[src/rtl/instr_encoder.sv]
// Packs decoded RV32I instruction fields back into 32-bit words and streams
// them into instruction memory through a small FIFO and an auto-incrementing write port.
module instr_encoder #(
    parameter int ADDR_W = 10,
    parameter int DEPTH  = 2
) (
    input  logic              clk_i,
    input  logic              reset_i,
    input  logic              req_valid_i,
    output logic              req_ready_o,
    input  logic [2:0]        type_i,
    input  logic [6:0]        op_i,
    input  logic [2:0]        funct3_i,
    input  logic [6:0]        funct7_i,
    input  logic [4:0]        rd_i,
    input  logic [4:0]        rs1_i,
    input  logic [4:0]        rs2_i,
    input  logic [19:0]       imm_i,
    input  logic              addr_load_i,
    input  logic [ADDR_W-1:0] addr_i,
    output logic              imem_we_o,
    input  logic              imem_ready_i,
    output logic [ADDR_W-1:0] imem_addr_o,
    output logic [31:0]       imem_wdata_o,
    output logic              err_o,
    input  logic              clr_err_i,
    output logic [15:0]       words_o,
    output logic              busy_o
);

    localparam int PTR_W = (DEPTH > 1) ? $clog2(DEPTH) : 1;
    localparam int CNT_W = $clog2(DEPTH) + 1;

    function automatic logic is_legal(input logic [2:0] typ, input logic [6:0] op);
        logic ok;
        ok = 1'b0;
        case (typ)
            3'd0:    ok = (op == 7'b0110011);
            3'd1:    ok = (op == 7'b0000011) || (op == 7'b0010011) || (op == 7'b1100111);
            3'd2:    ok = (op == 7'b0100011);
            3'd3:    ok = (op == 7'b1100011);
            3'd4:    ok = (op == 7'b0110111) || (op == 7'b0010111);
            3'd5:    ok = (op == 7'b1101111);
            default: ok = 1'b0;
        endcase
        return ok;
    endfunction

    // Immediates arrive in the decoder's compressed layout, so B and J are re-scrambled here.
    function automatic logic [31:0] encode(
        input logic [2:0]  typ,
        input logic [6:0]  op,
        input logic [2:0]  f3,
        input logic [6:0]  f7,
        input logic [4:0]  rd,
        input logic [4:0]  rs1,
        input logic [4:0]  rs2,
        input logic [19:0] imm
    );
        logic [31:0] w;
        w = 32'd0;
        case (typ)
            3'd0:    w = {f7, rs2, rs1, f3, rd, op};
            3'd1:    w = {imm[11:0], rs1, f3, rd, op};
            3'd2:    w = {imm[11:5], rs2, rs1, f3, imm[4:0], op};
            3'd3:    w = {imm[11], imm[9:4], rs2, rs1, f3, imm[3:0], imm[10], op};
            3'd4:    w = {imm[19:0], rd, op};
            3'd5:    w = {imm[19], imm[9:0], imm[10], imm[18:11], rd, op};
            default: w = 32'd0;
        endcase
        return w;
    endfunction

    logic [31:0]       mem_r [DEPTH];
    logic [PTR_W-1:0]  wr_ptr_r;
    logic [PTR_W-1:0]  rd_ptr_r;
    logic [CNT_W-1:0]  count_r;
    logic [ADDR_W-1:0] addr_r;
    logic [15:0]       words_r;
    logic              err_r;

    logic              full_s;
    logic              empty_s;
    logic              accept_s;
    logic              legal_s;
    logic              push_s;
    logic              pop_s;
    logic              illegal_s;
    logic [31:0]       enc_word_s;

    // Handshake, legality and FIFO control decode.
    always_comb begin
        full_s     = (count_r == CNT_W'(DEPTH));
        empty_s    = (count_r == {CNT_W{1'b0}});
        accept_s   = req_valid_i && !full_s;
        legal_s    = is_legal(type_i, op_i);
        push_s     = accept_s && legal_s;
        illegal_s  = accept_s && !legal_s;
        pop_s      = !empty_s && imem_ready_i;
        enc_word_s = encode(type_i, op_i, funct3_i, funct7_i, rd_i, rs1_i, rs2_i, imm_i);
    end

    // FIFO storage, pointers and occupancy; no bypass, so a full FIFO refuses pushes even while popping.
    always_ff @(posedge clk_i or posedge reset_i) begin
        if (reset_i) begin
            wr_ptr_r <= {PTR_W{1'b0}};
            rd_ptr_r <= {PTR_W{1'b0}};
            count_r  <= {CNT_W{1'b0}};
            for (int i = 0; i < DEPTH; i++) begin
                mem_r[i] <= 32'd0;
            end
        end else begin
            if (push_s) begin
                mem_r[wr_ptr_r] <= enc_word_s;
                wr_ptr_r        <= wr_ptr_r + PTR_W'(1);
            end
            if (pop_s) begin
                rd_ptr_r <= rd_ptr_r + PTR_W'(1);
            end
            case ({push_s, pop_s})
                2'b10:   count_r <= count_r + CNT_W'(1);
                2'b01:   count_r <= count_r - CNT_W'(1);
                default: count_r <= count_r;
            endcase
        end
    end

    // Write address and completed-write counter; a load overrides the increment.
    always_ff @(posedge clk_i or posedge reset_i) begin
        if (reset_i) begin
            addr_r  <= {ADDR_W{1'b0}};
            words_r <= 16'd0;
        end else begin
            if (addr_load_i) begin
                addr_r <= addr_i;
            end else if (pop_s) begin
                addr_r <= addr_r + ADDR_W'(1);
            end
            if (pop_s) begin
                words_r <= words_r + 16'd1;
            end
        end
    end

    // Sticky error: a same-cycle illegal accept beats the clear.
    always_ff @(posedge clk_i or posedge reset_i) begin
        if (reset_i) begin
            err_r <= 1'b0;
        end else if (illegal_s) begin
            err_r <= 1'b1;
        end else if (clr_err_i) begin
            err_r <= 1'b0;
        end
    end

    // Output mapping straight from state.
    always_comb begin
        req_ready_o  = !full_s;
        imem_we_o    = !empty_s;
        busy_o       = !empty_s;
        imem_wdata_o = empty_s ? 32'd0 : mem_r[rd_ptr_r];
        imem_addr_o  = addr_r;
        words_o      = words_r;
        err_o        = err_r;
    end

endmodule

[config.mk]
export PLATFORM = sky130hd
export DESIGN_NAME = instr_encoder
export DESIGN_NICKNAME = d
export VERILOG_FILES = /design/src/rtl/instr_encoder.sv
export SDC_FILE = /design/constraint.sdc
export NUM_CORES = 1
export LEC_CHECK = 0
export BUFFER_PORTS_ARGS = -buffer_cell sky130_fd_sc_hd__clkbuf_2
export CAP_MARGIN = 20
export CORE_ASPECT_RATIO = 2
export CORE_MARGIN = 1.5
export CORE_UTILIZATION = 54
export CTS_CLUSTER_SIZE = 28
export DETAILED_ROUTE_END_ITERATION = 12
export PLACE_DENSITY = 0.81
export SYNTH_ARGS = -nofsm -noshare
export SYNTH_HDL_FRONTEND = slang
export SYNTH_SLANG_ARGS = --single-unit
[constraint.sdc]
create_clock -name clk_i -period 3.4 [get_ports clk_i]
set_input_delay 0.17 -clock clk_i [delete_from_list [all_inputs] [get_ports clk_i]]
set_output_delay 0.17 -clock clk_i [all_outputs]
set_load 0.01 [all_outputs]
# --- Word level (Yosys, flattened, before mapping) ---
# Index checks and enable logic that the tools add are counted.
classes:
  div_mod_pow: 0
  add_sub_neg: 6
  magnitude_cmp: 3
  n_mul: 0
  bitwise_logic: 2
  n_eq_ne: 17
  reduce_logical: 16
  n_shift: 0
  muxes: 14
ops:
  columns: ["op", "n"]
  rows:
  - ["32-bit one-hot mux with 6 select lines", 1]
  - ["32-bit 2-to-1 mux", 5]
  - ["64-bit bitwise mux", 1]
  - ["32-bit demux with 1-bit select", 1]
  - ["7-bit by 6-bit equality test with 1-bit output, second input constant", 3]
  - ["7-bit equality test, second input constant", 3]
  - ["10-bit 2-to-1 mux", 2]
  - ["16-bit by 1-bit adder with 16-bit output, second input constant", 1]
  - ["7-bit by 5-bit equality test with 1-bit output, second input constant", 2]
  - ["10-bit by 1-bit adder with 10-bit output, second input constant", 1]
  - ["7-bit by 2-bit equality test with 1-bit output, second input constant", 1]
  - ["3-bit by 2-bit equality test with 1-bit output, second input constant", 2]
  - ["3-bit equality test, second input constant", 2]
  - ["1-bit one-hot mux with 6 select lines", 1]
  - ["2-bit nonzero test", 3]
  - ["1-bit logical AND", 5]
  - ["2-bit equality test, second input constant", 2]
  - ["2-bit >= comparator, second input constant", 2]
  - ["1-bit inverter with 2-bit output", 2]
  - ["2-bit one-hot mux with 2 select lines", 1]
  - ["3-bit by 1-bit equality test with 1-bit output, second input constant", 1]
  - ["1-bit logical NOT", 3]
  - ["3-bit logical NOT", 1]
  - ["1-bit logical OR", 3]
  - ["7 further kinds", 9]
totals:
  latch_bits: 0
  mem_bits_rw: 0
  wordCells: 66
  romBits: 0
  inputBits: 71
  reg_bits: 95
  memories: 0
  out_inout_bits: 62

# --- Longest topological paths before layout ---
logic_depth:
  depth_word: 7
  ltp_mapped: 12
  depth_no_buf: 10

# --- Least setup slack after synthesis ---
# No wires, ideal clock.
synth_timing:
  kind: "input-to-reg"
  startpoint: "input port type_i[2]"
  endpoint: "register mem_r[37] (netlist name)"
  setup_time_ns: 0.125
  cell_stages: 10
  required_ns: 3.275
  arrival_ns: 2.675
  slack_ns: 0.600
  cell_sequence: "buf_2 clkbuf_1 clkbuf_1 and2_1 ha_1 nor4b_1 o31ai_2 a211oi_4 buf_6 mux2_4"
synth_via:
  elab_chain_cells: 3
synth_rtl:
  columns: ["item", "line", "rtl"]
  rows:
  - ["start, declared", "11", "input logic [2:0] type_i,"]
  - ["3-bit equality test (tied with other cells)", "37, 62", null]
  - ["32-bit one-hot mux with 6 select lines or 1-bit one-hot mux with 6 select lines (tied branches)", "62, 37", null]
  - ["64-bit bitwise mux or 1-bit logical AND (tied branches)", "114, 97", null]
  - ["end signal, assigned by index", "114", "mem_r[wr_ptr_r] <= enc_word_s;"]
  - ["end, declared", "74", "logic [31:0] mem_r [DEPTH];"]
# Parallel ways exist; a longest one is shown, timed or not.
# A chain may end at the register's enable or synchronous reset.

# --- Final worst setup path ---
layout_timing:
  startpoint: "input port type_i[0]"
  endpoint: "register mem_r[4] (netlist name)"
# Same word-level chain as after synthesis.

==> flow_summary.html <==
<table>
<tr><th>Metric</th><th>Value</th></tr>
<tr><th colspan="2">Clock tree</th></tr>
<tr><td>Root Driver</td><td>sky130_fd_sc_hd__clkbuf_16</td></tr>
<tr><td>Gates resized, CTS repair</td><td>0</td></tr>
<tr><td>Number of buffers created by CTS</td><td>9</td></tr>
<tr><td>Number of setup buffers added after CTS</td><td>0</td></tr>
<tr><td>Number of clock sinks seen by CTS</td><td>between 90 and 100</td></tr>
<tr><td>Number of buffers on the longest clock path</td><td>2</td></tr>
<tr><td>Post-CTS clock slew at the launch and capture registers of the worst setup and hold paths</td><td>around 0.070 ns</td></tr>
<tr><td>H-tree level count</td><td>3</td></tr>
<tr><td>Quantity of hold-fixing buffers added after cts</td><td>0</td></tr>
<tr><td>Clk_lat worst skew</td><td>approximately 0.35 ns</td></tr>
<tr><td>TritonCTS clock tree</td><td>built</td></tr>
<tr><th colspan="2">Layout</th></tr>
<tr><td>Commonest cells after routing, fill and taps aside</td><td>sky130_fd_sc_hd__clkbuf_2, sky130_fd_sc_hd__dfrtp_1, sky130_fd_sc_hd__nor2_1, sky130_fd_sc_hd__mux2i_1, sky130_fd_sc_hd__mux2_4</td></tr>
<tr><td>Area added between synthesis and finish</td><td>19.66%</td></tr>
<tr><td>Antenna Diode Count</td><td>0</td></tr>
<tr><td>Net count reported at finish</td><td>between 700 and 800</td></tr>
<tr><td>Count of fill cells added during filler insertion</td><td>between 800 and 900</td></tr>
<tr><td>Fraction of layout instances using a drive strength above 1</td><td>34.47%</td></tr>
<tr><td>Most common cell after layout, fill and taps aside</td><td>sky130_fd_sc_hd__clkbuf_2</td></tr>
<tr><th colspan="2">Synthesis</th></tr>
<tr><td>Warnings, synthesis</td><td>0</td></tr>
<tr><td>Total standard cell area after synthesis</td><td>~0.0055 mm^2</td></tr>
<tr><td>Cells after Synth</td><td>approximately 520</td></tr>
<tr><td>Syn_nets</td><td>about 590</td></tr>
<tr><td>Mean post-synth cell area</td><td>approximately 11 um^2</td></tr>
<tr><td>Yosys reg bits</td><td>95</td></tr>
<tr><td>Count of flip-flops with a built-in enable after synthesis</td><td>0</td></tr>
<tr><td>Sequential element share of the synthesized area</td><td>about 43%</td></tr>
<tr><td>Number of distinct library cell variants in the gate-level netlist after synthesis</td><td>50</td></tr>
<tr><td>Async set-or-reset flop fraction in the synthesized netlist</td><td>100.0%</td></tr>
<tr><td>Primary flip-flop cell chosen by synthesis mapping</td><td>sky130_fd_sc_hd__dfrtp_1</td></tr>
<tr><th colspan="2">Power and ir drop</th></tr>
<tr><td>Areal power density over the cells</td><td>519.7 mW/mm^2</td></tr>
<tr><td>Total Power</td><td>~3400 uW</td></tr>
<tr><td>Lkg Pwr</td><td>~0.0034 uW</td></tr>
<tr><td>Maximum vdd ir drop</td><td>between 0.0004 and 0.0005 V</td></tr>
<tr><th colspan="2">Die</th></tr>
<tr><td>Die Area</td><td>0.01078 mm^2</td></tr>
<tr><td>Std-Cell Rows</td><td>a little over 50</td></tr>
<tr><td>Overall die height</td><td>145.4 um</td></tr>
<tr><td>Number of top-level design ports</td><td>between 100 and 150</td></tr>
<tr><td>Initial Util</td><td>a little under three fifths</td></tr>
<tr><td>Horizontal extent of the die</td><td>74.19 um</td></tr>
<tr><td>Standard cell core area</td><td>0.009827 mm^2</td></tr>
<tr><th colspan="2">Timing</th></tr>
<tr><td>Shortest period the worst path allows</td><td>approximately 2.7 ns</td></tr>
<tr><td>Slew HR</td><td>between 30% and 40%</td></tr>
<tr><td>Achievable frequency</td><td>365.1 MHz</td></tr>
<tr><td>Unrepaired setup endpoints after global routing</td><td>false</td></tr>
<tr><td>Final hold slack</td><td>-0.03009 ns</td></tr>
<tr><td>Fraction of the cycle the final worst path needs</td><td>between 80% and 90%</td></tr>
<tr><td>Clock Skew</td><td>between 0.007 and 0.008 ns</td></tr>
<tr><td>Slew at the pin with the worst max-slew slack</td><td>slightly above 1 ns</td></tr>
<tr><td>Final-report max-slew violation count</td><td>0</td></tr>
<tr><td>Sum of negative setup slack</td><td>0 ns</td></tr>
<tr><td>Final setup vio count</td><td>0</td></tr>
<tr><td>Count of final hold-check violations</td><td>30</td></tr>
<tr><th colspan="2">Route</th></tr>
<tr><td>DR DRC count</td><td>0</td></tr>
<tr><td>WL final</td><td>13540 um</td></tr>
<tr><td>DRC violation total after the first TritonRoute iteration</td><td>370</td></tr>
<tr><td>Overall via count from detail_route</td><td>between 4000 and 5000</td></tr>
<tr><td>Average wire per standard cell</td><td>17.38 um</td></tr>
<tr><td>Via density per instance</td><td>between 5 and 6</td></tr>
<tr><td>Total iterations of the first detailed-routing run</td><td>5</td></tr>
<tr><td>Number of routed nets with antenna violations</td><td>0</td></tr>
<tr><th colspan="2">Run status</th></tr>
<tr><td>Outcome</td><td>finished, violations left</td></tr>
<tr><td>Violated checks</td><td>hold timing</td></tr>
<tr><th colspan="2">GRT</th></tr>
<tr><td>Global Route met2 Usage</td><td>between 40 and 50%</td></tr>
<tr><td>Residual overflow from global routing</td><td>0</td></tr>
<tr><td>Global-route wire length before repair</td><td>roughly 22000 um</td></tr>
<tr><td>Global Route Usage Sum</td><td>26.09%</td></tr>
<tr><td>Pin count of the biggest net entering global routing</td><td>55</td></tr>
<tr><td>Initial antenna violation count</td><td>0</td></tr>
<tr><td>Global route hottest layer</td><td>met2</td></tr>
<tr><td>Met1 routing resource usage after global routing</td><td>a little under a third</td></tr>
<tr><td>Via count of the first global-routing pass</td><td>around 4500</td></tr>
<tr><td>GR Layer Usage met3</td><td>under 10%</td></tr>
<tr><th colspan="2">Critical path</th></tr>
<tr><td>Kind of start point of the critical path</td><td>input pin</td></tr>
<tr><td>Critical path data arrival time</td><td>between 2 and 3 ns</td></tr>
<tr><td>Critical Path RT</td><td>3.64 ns</td></tr>
<tr><td>Kind of capture point of the worst setup path</td><td>flip-flop</td></tr>
<tr><td>Worst-path fanout max</td><td>13</td></tr>
<tr><td>Critical Setup Path Class</td><td>input pin to flip-flop</td></tr>
<tr><th colspan="2">Job</th></tr>
<tr><td>Number of maximum-capacitance violations</td><td>0</td></tr>
<tr><th colspan="2">Placed design</th></tr>
<tr><td>Number of input and output port buffers inserted</td><td>132</td></tr>
<tr><td>Weighted congestion at the end of routability-driven global placement</td><td>roughly 0.89</td></tr>
<tr><td>Post-DP HPWL</td><td>10230 um</td></tr>
<tr><th colspan="2">Hold path</th></tr>
<tr><td>Type of the tightest min-delay check</td><td>input pin to async pin</td></tr>
</table>
[synth_stat cells, types with 6 or more instances]
master | n | area (um^2)
sky130_fd_sc_hd__clkbuf_1 | 15 | 56.30
sky130_fd_sc_hd__mux2_4 | 40 | 600.6
sky130_fd_sc_hd__nor2b_1 | 17 | 106.4
sky130_fd_sc_hd__mux2i_1 | 52 | 520.5
sky130_fd_sc_hd__inv_1 | 31 | 116.4
sky130_fd_sc_hd__mux2_2 | 12 | 135.1
sky130_fd_sc_hd__nand3_1 | 7 | 35.03
sky130_fd_sc_hd__nand2_1 | 30 | 112.6
sky130_fd_sc_hd__buf_6 | 6 | 67.56
sky130_fd_sc_hd__nor2_1 | 56 | 210.2
sky130_fd_sc_hd__o21ai_0 | 18 | 90.09
sky130_fd_sc_hd__dfrtp_1 | 95 | 2377
sky130_fd_sc_hd__a21oi_1 | 23 | 115.1
sky130_fd_sc_hd__o22ai_1 | 13 | 81.33
sky130_fd_sc_hd__xor2_1 | 9 | 78.83
sky130_fd_sc_hd__xnor2_1 | 20 | 175.2
[where the power goes]
| group | internal, uW | switching [uW] |
|---|---|---|
| Combinational | 433 | 470 |
| Clock | 537 | 483 |
| Sequential | 1260 | 225 |
[worst paths after layout]
kind,start,to,slack [ns],depth (start not counted)
worst max-delay path,type_i[0],mem_r[4],0.66,9
worst max register to register,count_r[0],words_o[14],1.37,6
worst min register to register,mem_r[0],mem_r[0],0.48,1
worst min-delay path,reset_i,mem_r[1],-0.03,2
min in group clk_i,clr_err_i,err_o,0.01,2
max in group asynchronous,reset_i,mem_r[18],2.71,3
[layer usage]
metal	vias to the layer above	wire length [um]
li1	2034	-
met1	2089	5174
met2	148	7301
met3	27	705
met4	0	357
met5	-	0
[final cells by class]
type	instances	area (um^2)	share of cell area, %
sequential	95	2379	36.32
inverter	31	117.6	1.796
clock buffer	10	239.0	3.649
timing repair buffer	144	775.7	11.85
tap	132	165.2	2.522
multi-input combinational	361	2813	42.95
clock inverter	6	60.06	0.9171
[logic make-up (layout without fill, tap and decap cells)]
| logic type | Yosys count | count (layout) | synth area share [%] |
|---|---|---|---|
| AO/OA/AOI/OAI | 80 | 80 | 9.740 |
| adder cells (fa/ha/maj) | 5 | 5 | 1.143 |
| multiplexers | 107 | 107 | 23.57 |
| buffers and inverters | 62 | 191 | 5.235 |
| AND/OR/NAND/NOR | 140 | 140 | 12.23 |
| XOR/XNOR | 29 | 29 | 4.641 |
| flip-flops | 95 | 95 | 43.44 |
[worst max-delay path, cell delays in order]
cell	delay [ns]
sky130_fd_sc_hd__clkbuf_2	0.09
sky130_fd_sc_hd__nor2b_1	0.59
sky130_fd_sc_hd__and2_1	0.25
sky130_fd_sc_hd__ha_1	0.23
sky130_fd_sc_hd__nor4b_1	0.39
sky130_fd_sc_hd__o31ai_2	0.19
sky130_fd_sc_hd__a211o_2	0.51
sky130_fd_sc_hd__buf_4	0.25
sky130_fd_sc_hd__mux2_4	0.30
[through the flow]
step | utilization [%] | cell area [um^2] | std cells | hold WS, ns | worst slack, ns
floorplan | - | 5473 | 518 | 0.2773 | 0.6001
global placement | 63.60 | 6250 | 763 | 0.3711 | 0.3834
detailed placement | 63.60 | 6250 | 763 | 0.3794 | 0.2983
CTS | 66.64 | 6549 | 779 | 0.003833 | 0.6674
global route | 66.64 | 6549 | 779 | 0.02645 | 0.4987
finish | 66.64 | 6549 | 779 | -0.03009 | 0.6608
[sequential cells by signal, indices dropped and copies added, names as in the netlist]
signal	count
words_o	16
count_r	2
mem_r	64
err_o	1
wr_ptr_r	1
rd_ptr_r	1
imem_addr_o	10
(Power assumes the default switching activity.)
